`src/rtl/cpu16_pkg.sv`:
```
// Shared widths and types for the 16-bit CPU debug blocks.
// Holds the register-dump FSM encoding and the dumped-word record.
package cpu16_pkg;

  localparam int DATA_W     = 16;
  localparam int REG_ADDR_W = 4;
  localparam int NUM_REGS   = 16;

  typedef enum logic [2:0] {
    ST_IDLE = 3'd0,
    ST_HALT = 3'd1,
    ST_READ = 3'd2,
    ST_SEND = 3'd3,
    ST_FIN  = 3'd4
  } dump_state_t;

  typedef struct packed {
    logic [DATA_W-1:0]     data;
    logic [REG_ADDR_W-1:0] index;
    logic                  last;
  } dump_word_t;

endpackage

```
`src/rtl/reg_dump_reader.sv`:
```
// Halts CPU writeback and streams r0..LAST_REG out one word per 2 cycles; first word 3 cycles after start.
// valid/ready output: a word holds stable until accepted, and the read of the next register waits for it.
module reg_dump_reader
  import cpu16_pkg::*;
#(
  parameter int LAST_REG = 15
) (
  input  logic                  clk,
  input  logic                  rst,
  input  logic                  start,
  output logic [REG_ADDR_W-1:0] rd_addr,
  input  logic [DATA_W-1:0]     rd_data,
  output logic                  cpu_halt,
  output logic                  out_valid,
  input  logic                  out_ready,
  output logic [DATA_W-1:0]     out_data,
  output logic [REG_ADDR_W-1:0] out_index,
  output logic                  out_last,
  output logic                  busy,
  output logic                  done
);

  localparam logic [REG_ADDR_W-1:0] LAST_IDX = REG_ADDR_W'(LAST_REG);

  dump_state_t           state;
  dump_state_t           state_nxt;
  logic [REG_ADDR_W-1:0] index;
  dump_word_t            word;
  logic                  word_vld;

  always_ff @(posedge clk) begin
    if (rst) begin
      state <= ST_IDLE;
    end else begin
      state <= state_nxt;
    end
  end

  always_comb begin
    state_nxt = state;
    case (state)
      ST_IDLE: if (start) state_nxt = ST_HALT;
      ST_HALT: state_nxt = ST_READ;
      ST_READ: state_nxt = ST_SEND;
      ST_SEND: begin
        if (out_ready) begin
          state_nxt = word.last ? ST_FIN : ST_READ;
        end
      end
      ST_FIN:  state_nxt = ST_IDLE;
      default: state_nxt = ST_IDLE;
    endcase
  end

  always_comb begin
    busy     = (state != ST_IDLE);
    cpu_halt = (state == ST_HALT) || (state == ST_READ) || (state == ST_SEND);
    done     = (state == ST_FIN);
    rd_addr  = ((state == ST_READ) || (state == ST_SEND)) ? index : '0;
  end

  // Index stops at LAST_IDX because the last word exits to FIN instead of advancing.
  always_ff @(posedge clk) begin
    if (rst) begin
      index    <= '0;
      word     <= '0;
      word_vld <= 1'b0;
    end else begin
      case (state)
        ST_IDLE: begin
          if (start) index <= '0;
        end
        ST_READ: begin
          word.data  <= rd_data;
          word.index <= index;
          word.last  <= (index == LAST_IDX);
          word_vld   <= 1'b1;
        end
        ST_SEND: begin
          if (out_ready) begin
            word_vld <= 1'b0;
            if (!word.last) index <= index + 1'b1;
          end
        end
        default: ;
      endcase
    end
  end

  assign out_valid = word_vld;
  assign out_data  = word.data;
  assign out_index = word.index;
  assign out_last  = word.last;

endmodule

```
`config.mk`:
```
export PLATFORM = sky130hd
export DESIGN_NAME = reg_dump_reader
export DESIGN_NICKNAME = d
export VERILOG_FILES = /design/src/rtl/cpu16_pkg.sv /design/src/rtl/reg_dump_reader.sv
export SDC_FILE = /design/constraint.sdc
export NUM_CORES = 1
export LEC_CHECK = 0
export CAP_MARGIN = 30
export CORE_MARGIN = 5
export CORE_UTILIZATION = 37
export DETAILED_ROUTE_END_ITERATION = 10
export PLACE_DENSITY = 0.74
export RECOVER_POWER = 100
export SYNTH_ARGS = -nofsm -noshare
export SYNTH_HDL_FRONTEND = slang
export SYNTH_SLANG_ARGS = --single-unit
```
`constraint.sdc`:
```
create_clock -name clk -period 1.4 [get_ports clk]
set_clock_uncertainty 0.05 [all_clocks]
set_input_delay 0.14 -clock clk [delete_from_list [all_inputs] [get_ports clk]]
set_output_delay 0.14 -clock clk [all_outputs]
set_load 0.03 [all_outputs]
```
==> results.toml, run 1 <==
[flow_run]
cap_violations = 0

[layout]
fillers = 277
multi_input_area_um2 = 649
post-route-util_pct = 65.5
diodes = 0
syn_to_final_growth_pct = 70.8
seq_area_um2 = 583
drive_gt1_share_pct = 30.6
layout.nets = 226

[detailed_routing]
drt_drc_violations_left = 0
postRouteAntennaNets = 0
detail_route.vias_per_cell = 4.86
wl_per_cell_um = 13.8
firstDrtPassIters = 4
drt_wl_total_mm = 3.46
dr.first_iter.drc_count = 48
num_vias = 1214

[grt]
first_global_vias = 1247
grt_max_degree = 28
grt_pass1_wl_mm = 5.46
grt_overflow = 0
globalRouteTotalUtil_pct = 16.4
grt_antenna_before_repair = 0

[sta]
setup_viol = 23
tns_ps = -2310
setup_slack_ps = -157
holdWs_ps = 312
maxSlewViolCount = 0
finalCritPeriodShare_pct = 111
clock.fmax_ghz = 0.642
final-hold-violation-count = 0
slew_headroom_pct = 77.7
grt_setup_unrepaired = "yes"
tightest_slew_ps = 334
period_minus_slack_ps = 1560

[cts]
path_clk_slew_ps = 90
ctsHoldBuffers = 0
clock-sinks = 29
cts-root-buf = "clkbuf_4"
cts_tree = "yes"
cts_buffers = 5
clkLatencyLatePin_ps = 320
ctsLongestPathBuffers = 2
cts_max_level = 2

[hold_path]
hold_path_class = "in -> reg"
hp-start = "rd_data[10]"

[power]
p_per_area_mw_per_mm2 = 947
leakage_nw = 0.896
total_power_mw = 1.89
peakVddDrop_uv = 511

[synthesis]
synth_seq_cells = 29
synth_area_leaders = "dfxtp_1, nand2_1, a21oi_1"
syn_area_per_cell_um2 = 8.19
synth.top_cell.area_share_pct = 49.6
syn_area_mm2 = 0.00117
seq_area_frac_synth_pct = 49.6
synth_cell_type_count = 31
syn-num-nets = 164
synth_warnings = 0
synth_top_cell_by_area = "dfxtp_1"
synth_cells = 143

[floorplan]
die_height_um = 66.3
io_pins = 49
die-area_mm2 = 0.00439
core_mm2 = 0.00305
die_w_um = 66.3
start_util_pct = 38.4
row_count = 20

[critical_path]
critPathCaptureType = "flip-flop"
crit_path_start = "state[2]"
crit_arrival_ps = 1780
critPathLaunchType = "flip-flop"
r2r_start = "state[2]"
worstPathRequired_ps = 1620
crit_fanout = 4
crit_type = "reg -> reg"

[status]
violations = "setup timing"
status = "complete, but fails checks"

[placement]
pre_cts_ws_ps = -276
dp_hpwl_mm = 2.23
portBuffers = 48
gp_congestion = 0.808
## final cells by class
type                            count  area share, %
Clock buffer                        7           3.25
Timing Repair Buffer               63           32.0
Inverter                            1          0.188
Multi-Input combinational cell    105           32.5
Clock inverter                      1          0.250
Sequential cell                    29           29.1
Tap cell                           44           2.75
## layer usage
layer | GRT usage, % | up-vias | part of all wire [%]
met5 | 0 | - | 0
met4 | 8.88 | 0 | 2.6
met3 | 5.61 | 8 | 6.7
met2 | 29.6 | 47 | 50
met1 | 16.3 | 559 | 40
li1 | - | 600 | -
## placed cells by master (no fill, tap or decap), types with 2 or more instances in the layout
cell	n
nand2_1	36
dfxtp_1	27
dlygate4sd2_1	22
clkdlybuf4s50_1	19
a21oi_1	14
a21oi_2	9
buf_6	9
buf_4	9
nor2_1	6
nand2_2	5
clkbuf_4	5
and2_4	4
nand2_4	4
and2b_2	2
nand2b_1	2
and3_1	2
o21ai_1	2
clkbuf_8	2
dfxtp_2	2
## final timing paths
path	endpoint	slack (ps)	depth (start not counted)
worst max-delay path	index[0]	-160	6
worst min-delay path	out_data[10]	310	3
worst max register to register	index[0]	-160	6
worst min register to register	out_data[8]	400	2
## critical path, stage by stage (launching register included)
cell      delay, ps
dfxtp_2         340
buf_6           110
buf_4           140
and4bb_1        340
nor3b_4         260
buf_4           140
mux2_4          120
## timing repair
item,4_1_cts,5_1_grt
cloned,1,1
setup buffers,4,2
resized for setup,47,28
pin swaps,5,8
setup endpoints to repair,54,33
## power by group
group | switching (mW) | internal, mW
clock | 0.277 | 0.291
combinational | 0.239 | 0.208
sequential | 0.0189 | 0.861
## sequential cells by signal, indices dropped and copies added, names as in the netlist
name / cells
out_index: 4
out_last: 1
state: 3
index: 4
out_valid: 1
out_data: 16
## synth_stat cells
cell type	instances
nand2_1	45
dfxtp_1	29
a21oi_1	23
nor2_1	6
and2_1	5
buf_2	5
and3_1	2
clkbuf_1	2
nand2b_1	2
nand3_1	2
o21ai_0	2
a21bo_2	1
a21oi_2	1
a2bb2oi_1	1
and2b_1	1
and2b_2	1
and4bb_2	1
buf_6	1
ha_1	1
inv_1	1
mux2_4	1
nand4_1	1
nand4b_1	1
nor2_2	1
nor2b_1	1
nor3_1	1
nor3b_2	1
nor4_1	1
o2bb2ai_1	1
or3_2	1
or3b_1	1
## cell families after synthesis
family                     synth area share (%)
DFF                                        49.6
AOI/OAI and AO/OA                          13.8
and+or+nand+nor                            30.2
buffers and inverters                      4.06
muxes                                      1.28
adders and majority gates                  1.07
## per-stage QoR
stage	instance area, um2	cells
floorplan	1170	143
global placement	1730	235
detailed placement	1730	235
CTS	1890	248
global route	2000	250
finish	2000	250
No activity file was read; power rests on OpenSTA's default activity.
==> run 2: changes to the inputs <==
--- a/config.mk
+++ b/config.mk
@@ -7,9 +7,9 @@
 export LEC_CHECK = 0
 export CAP_MARGIN = 30
 export CORE_MARGIN = 5
-export CORE_UTILIZATION = 37
+export CORE_UTILIZATION = 41
 export DETAILED_ROUTE_END_ITERATION = 10
-export PLACE_DENSITY = 0.74
+export PLACE_DENSITY = 0.77
 export RECOVER_POWER = 100
 export SYNTH_ARGS = -nofsm -noshare
 export SYNTH_HDL_FRONTEND = slang
==> constraint.sdc (replaced) <==
create_clock -name clk -period 1.55 [get_ports clk]
set_clock_uncertainty 0.05 [all_clocks]
set_input_delay 0.155 -clock clk [delete_from_list [all_inputs] [get_ports clk]]
set_output_delay 0.155 -clock clk [all_outputs]
set_load 0.03 [all_outputs]
==> results.toml, run 2 (synthesis gave the netlist of run 1 again) <==
[detailed_routing]
drt-met1-wl_mm = 1.30
firstDrtPassIters = 4
dr.first_iter.drc_count = 46
routed.top_layer = "met4"
drt_wl_total_mm = 3.17
drt_drc_violations_left = 0
num_vias = 1168
wl_per_cell_um = 13.5
route.met2.wl_mm = 1.51
postRouteAntennaNets = 0
detail_route.vias_per_cell = 4.97
route.met3.wl_um = 340

[floorplan]
die_height_um = 63.4
row_count = 19
start_util_pct = 42.5
die-area_mm2 = 0.00403
core_mm2 = 0.00276
io_pins = 49
die_w_um = 63.4

[critical_path]
critPathCaptureType = "output pin"
crit_fanout = 7
crit_type = "reg -> out"
critPathTopFamily = "simple AND/OR/NAND/NOR gates"
crit_arrival_ps = 1330
critPathLaunchType = "flip-flop"
r2r_slack_ps = 40
critPathBufInv = 2
path_cells = "buf_6, and2b_2, and2_4, buf_6"
slowest_stage = "dfxtp_2"
worstPathRequired_ps = 1340
critPathMaxStageDelay_ps = 340
cp_common_cell = "buf_6"

[power]
leakage_nw = 0.899
clockPowerShare_pct = 35.8
pwr-share-seq_pct = 44.5
combPwrFrac_pct = 19.7
peakVddDrop_uv = 915
p_per_area_mw_per_mm2 = 950
p_int_mw = 1.32
power_switching_mw = 0.460
sw_frac_of_total_pct = 25.8

[cts]
cts_max_level = 2
path_clk_slew_ps = 90
cts-root-buf = "clkbuf_4"
clkLatencyLatePin_ps = 320
ctsHoldBuffers = 0
cts_buffers = 5
ctsLongestPathBuffers = 2
clock-sinks = 29
cts_tree = "yes"

[layout]
syn_to_final_growth_pct = 60.0
diodes = 0
layout_commonest_cell = "nand2_1"
drive_gt1_share_pct = 21.6
final_cells = 235
largest_register_ffs = 16
fillers = 233
layout.nets = 224
mostFrequentLayoutCells = "nand2_1, dfxtp_1, a21oi_1"

[grt]
first_global_vias = 1056
grt_pass1_wl_mm = 4.79
grt_max_degree = 28
globalRouteTotalUtil_pct = 14.7
grt_antenna_before_repair = 0
grt_overflow = 0

[sta]
clock.fmax_ghz = 0.652
tns_ps = 0
setup_viol = 0
tightest_slew_ps = 328
grt_setup_unrepaired = "yes"
final-hold-violation-count = 0
period_minus_slack_ps = 1530
slew_headroom_pct = 78.1
finalCritPeriodShare_pct = 99.0
setup_slack_ps = 16.3
maxSlewViolCount = 0

[hold_path]
hold_path_class = "in -> reg"

[placement]
dp_hpwl_mm = 2.18
gp_congestion = 0.750
portBuffers = 48
pre_cts_ws_ps = -144
placed_cells = 222

[flow_run]
cap_violations = 0

[status]
status = "complete, no violations"
==> run 2: metrics by stage <==
step	util (%)	hold WS (ps)	power [mW]	area, um2
global route	68.0	319	1.87	1870
floorplan	-	241	0.995	1170
finish	68.0	319	1.78	1870
detailed placement	61.4	396	1.15	1690
global placement	61.4	391	1.14	1690
CTS	65.2	303	1.77	1800
==> run 2: worst reg2reg max path, delay by kind of cell (launching register included) <==
family                 cells  cell delay, ps
buffers and inverters      1             150
flip-flops                 1             310
multiplexers               1             260
AND/OR/NAND/NOR            2             470
AO/OA/AOI/OAI              1             160
==> run 2: path summary, 6_finish.rpt <==
kind / end / depth (start not counted) / from
max: rd_addr[1] / 4 / state[2]
min: out_data[9] / 3 / rd_data[9]
max reg2reg: index[0] / 5 / state[0]
min reg2reg: out_index[2] / 2 / out_index[2]
==> run 2: power groups by stage <==
stage / clock network (mW) / registers, mW / logic, mW
6_report: 0.637 / 0.793 / 0.350
5_1_grt: 0.690 / 0.797 / 0.380
4_1_cts: 0.651 / 0.793 / 0.325
3_5_place_dp: 0 / 0.811 / 0.337
3_3_place_gp: 0 / 0.809 / 0.330
2_1_floorplan: 0 / 0.866 / 0.129
==> run 2: what timing repair did <==
action | in CTS | in global routing
pin swaps | 0 | 1
setup buffers | 1 | 2
endpoints found under the setup margin | 23 | 34
cloned | 0 | 2
gates resized for setup | 33 | 19
==> run 2: routing by layer <==
metal / global-route usage (%) / vias up
met5: 0 / -
met4: 3.90 / 0
met3: 9.06 / 4
met2: 23.6 / 48
met1: 16.2 / 521
li1: - / 595
==> run 2: cell type report <==
| class | instances | area [um2] | share of cell area, % |
|---|---|---|---|
| multi-input combinational | 105 | 569 | 30.4 |
| inverter | 1 | 3.75 | 0.200 |
| sequential | 29 | 582 | 31.0 |
| timing repair buffer | 61 | 596 | 31.8 |
| tap | 31 | 38.8 | 2.07 |
| clock inverter | 1 | 30.0 | 1.60 |
| clock buffer | 7 | 55.1 | 2.94 |
==> run 3: changes to the inputs <==
--- a/config.mk
+++ b/config.mk
@@ -5,8 +5,8 @@
 export SDC_FILE = /design/constraint.sdc
 export NUM_CORES = 1
 export LEC_CHECK = 0
+export ABC_AREA = 1
 export CAP_MARGIN = 30
-export CORE_MARGIN = 5
 export CORE_UTILIZATION = 41
 export DETAILED_ROUTE_END_ITERATION = 10
 export PLACE_DENSITY = 0.77
==> results.toml, run 3 <==
[status]
status = "complete, no violations"

[grt]
globalRouteTotalUtil_pct = 20.1
grt_pass1_wl_mm = 4.86
grt_max_degree = 25
first_global_vias = 1125
grt_antenna_before_repair = 0
grt_overflow = 0

[synthesis]
synth.most_common_cell = "nor2_1"
ys_top_cells_by_count = "nor2_1, dfxtp_1, o21ai_0"
synth.top_cell.area_share_pct = 49.3
synth_area_leaders = "dfxtp_1, nor2_1, o21ai_0"
synth_cell_type_count = 20
synth_edf_count = 0
async_reset_ff_share_pct = 0
syn_area_mm2 = 0.00118
syn-num-nets = 183
ys.flop_type = "dfxtp_1"
synth_cells = 162
synth_warnings = 0
syn_area_per_cell_um2 = 7.28
seq_area_frac_synth_pct = 49.3
synth_seq_cells = 29
synth_top_cell_by_area = "dfxtp_1"

[cts]
clkLatencyLatePin_ps = 320
cts_buffers = 5
ctsHoldBuffers = 0
path_clk_slew_ps = 90
ctsLongestPathBuffers = 2
clock-sinks = 29
cts-root-buf = "clkbuf_4"
cts_tree = "yes"
cts_max_level = 2

[critical_path]
critPathLaunchType = "flip-flop"
r2r_start = "state[0]"
worstPathRequired_ps = 1340
r2r_slack_ps = 110
crit_path_start = "state[0]"
path_cells = "nor2_4, nand2_4, nand2_4, inv_4, nor2_4, buf_6"
r2r_cells = 6
critPathCaptureType = "output pin"
crit_arrival_ps = 1320
slowest_stage = "dfxtp_4"
critPathTopFamily = "simple AND/OR/NAND/NOR gates"
crit_fanout = 5
crit_type = "reg -> out"
critPathBufInv = 2
cp_num_cells = 6
endpoint = "rd_addr[3]"
critPathMaxStageDelay_ps = 380
r2r_end = "out_last"

[placement]
dp_hpwl_mm = 2.10
portBuffers = 48
gp_congestion = 0.807

[detailed_routing]
firstDrtPassIters = 4
dr.first_iter.drc_count = 23
drt_drc_violations_left = 0
detail_route.vias_per_cell = 4.93
wl_per_cell_um = 12.6
postRouteAntennaNets = 0
num_vias = 1233
drt_wl_total_mm = 3.16

[sta]
grt_setup_unrepaired = "yes"
clock.fmax_ghz = 0.654
finalCritPeriodShare_pct = 98.7
tns_ps = 0
slew_headroom_pct = 75.1
tightest_slew_ps = 373
final-hold-violation-count = 0
period_minus_slack_ps = 1530
setup_viol = 0
maxSlewViolCount = 0

[layout]
largest_register_ffs = 16
syn_to_final_growth_pct = 60.4
layout_commonest_cell = "nor2_1"
layout.nets = 239
diodes = 0
drive_gt1_share_pct = 18.7
mostFrequentLayoutCells = "nor2_1, dfxtp_1, o21ai_0"

[flow_run]
cap_violations = 0

[floorplan]
die-area_mm2 = 0.00309
row_count = 19
start_util_pct = 43.1
die_w_um = 55.6
die_height_um = 55.6
core_mm2 = 0.00273
io_pins = 49

[power]
total_power_mw = 2.06
peakVddDrop_uv = 854
leakage_nw = 1.04
p_per_area_mw_per_mm2 = 1090

[hold_path]
hold_path_class = "in -> reg"
## run 3: kinds of logic after synthesis
logic type,Yosys count,synth area share (%)
buffers and inverters,21,7.32
and+or+nand+nor,79,28.2
adders and majority gates,1,1.06
DFF,29,49.3
AOI/OAI and AO/OA,32,14.1
## run 3: worst min-delay path by stage
stage | startpoint | endpoint | slack, ps | depth (start not counted)
final | rd_data[7] | out_data[7] | 390 | 3
after global routing | rd_data[0] | out_data[0] | 410 | 3
after CTS | rd_data[7] | out_data[7] | 390 | 3
after detailed placement | out_index[3] | out_index[3] | 410 | 2
after global placement | out_index[3] | out_index[3] | 410 | 2
after floorplan | rst | index[2] | 170 | 1
## run 3: cell type report
| cell class | count | area, um2 |
|---|---|---|
| multi-input combinational | 112 | 564 |
| clock inverter | 1 | 30.0 |
| timing repair buffer | 55 | 554 |
| clock buffer | 7 | 55.1 |
| tap | 31 | 38.8 |
| inverter | 15 | 58.8 |
| fill | 233 | 843 |
| sequential | 29 | 589 |
## run 3: through the flow
stage | worst slack (ps) | util (%) | std cells | cell area [um2] | hold slack (ps)
after floorplan | 73.5 | - | 162 | 1180 | 167
after CTS | 0.938 | 65.6 | 248 | 1790 | 393
after global routing | -32.6 | 69.2 | 250 | 1890 | 410
after global placement | 95.1 | 61.6 | 239 | 1690 | 411
after detailed placement | 43.0 | 61.6 | 239 | 1690 | 411
final | 20.3 | 69.2 | 250 | 1890 | 395
## run 3: power by group
| part | switching [mW] | internal (mW) |
|---|---|---|
| registers | 0.0512 | 0.814 |
| clock network | 0.254 | 0.385 |
| logic | 0.332 | 0.218 |
| total | 0.637 | 1.42 |
## run 3: tightest hold or removal path: cells and delay by family
family	cells	cell delay [ps]
AND/OR/NAND/NOR	1	40
buffers and inverters	1	390
AO/OA/AOI/OAI	1	150
## run 3: timing repair
| item | 4_1_cts | 5_1_grt |
|---|---|---|
| setup endpoints to repair | 13 | 21 |
| pin swaps | 1 | 5 |
| endpoints found under the hold margin | 0 | 0 |
| resized for setup | 20 | 35 |
| buffers inserted | 1 | 2 |
## run 3: per-layer routing
layer  GRT usage [%]  vias to the layer above  part of all wire, %
met5               0                        -                    0
met4            8.93                        0                  2.3
met3            6.74                       13                  8.3
met2            34.4                       62                   47
met1            22.7                      530                   42
li1                -                      628                    -
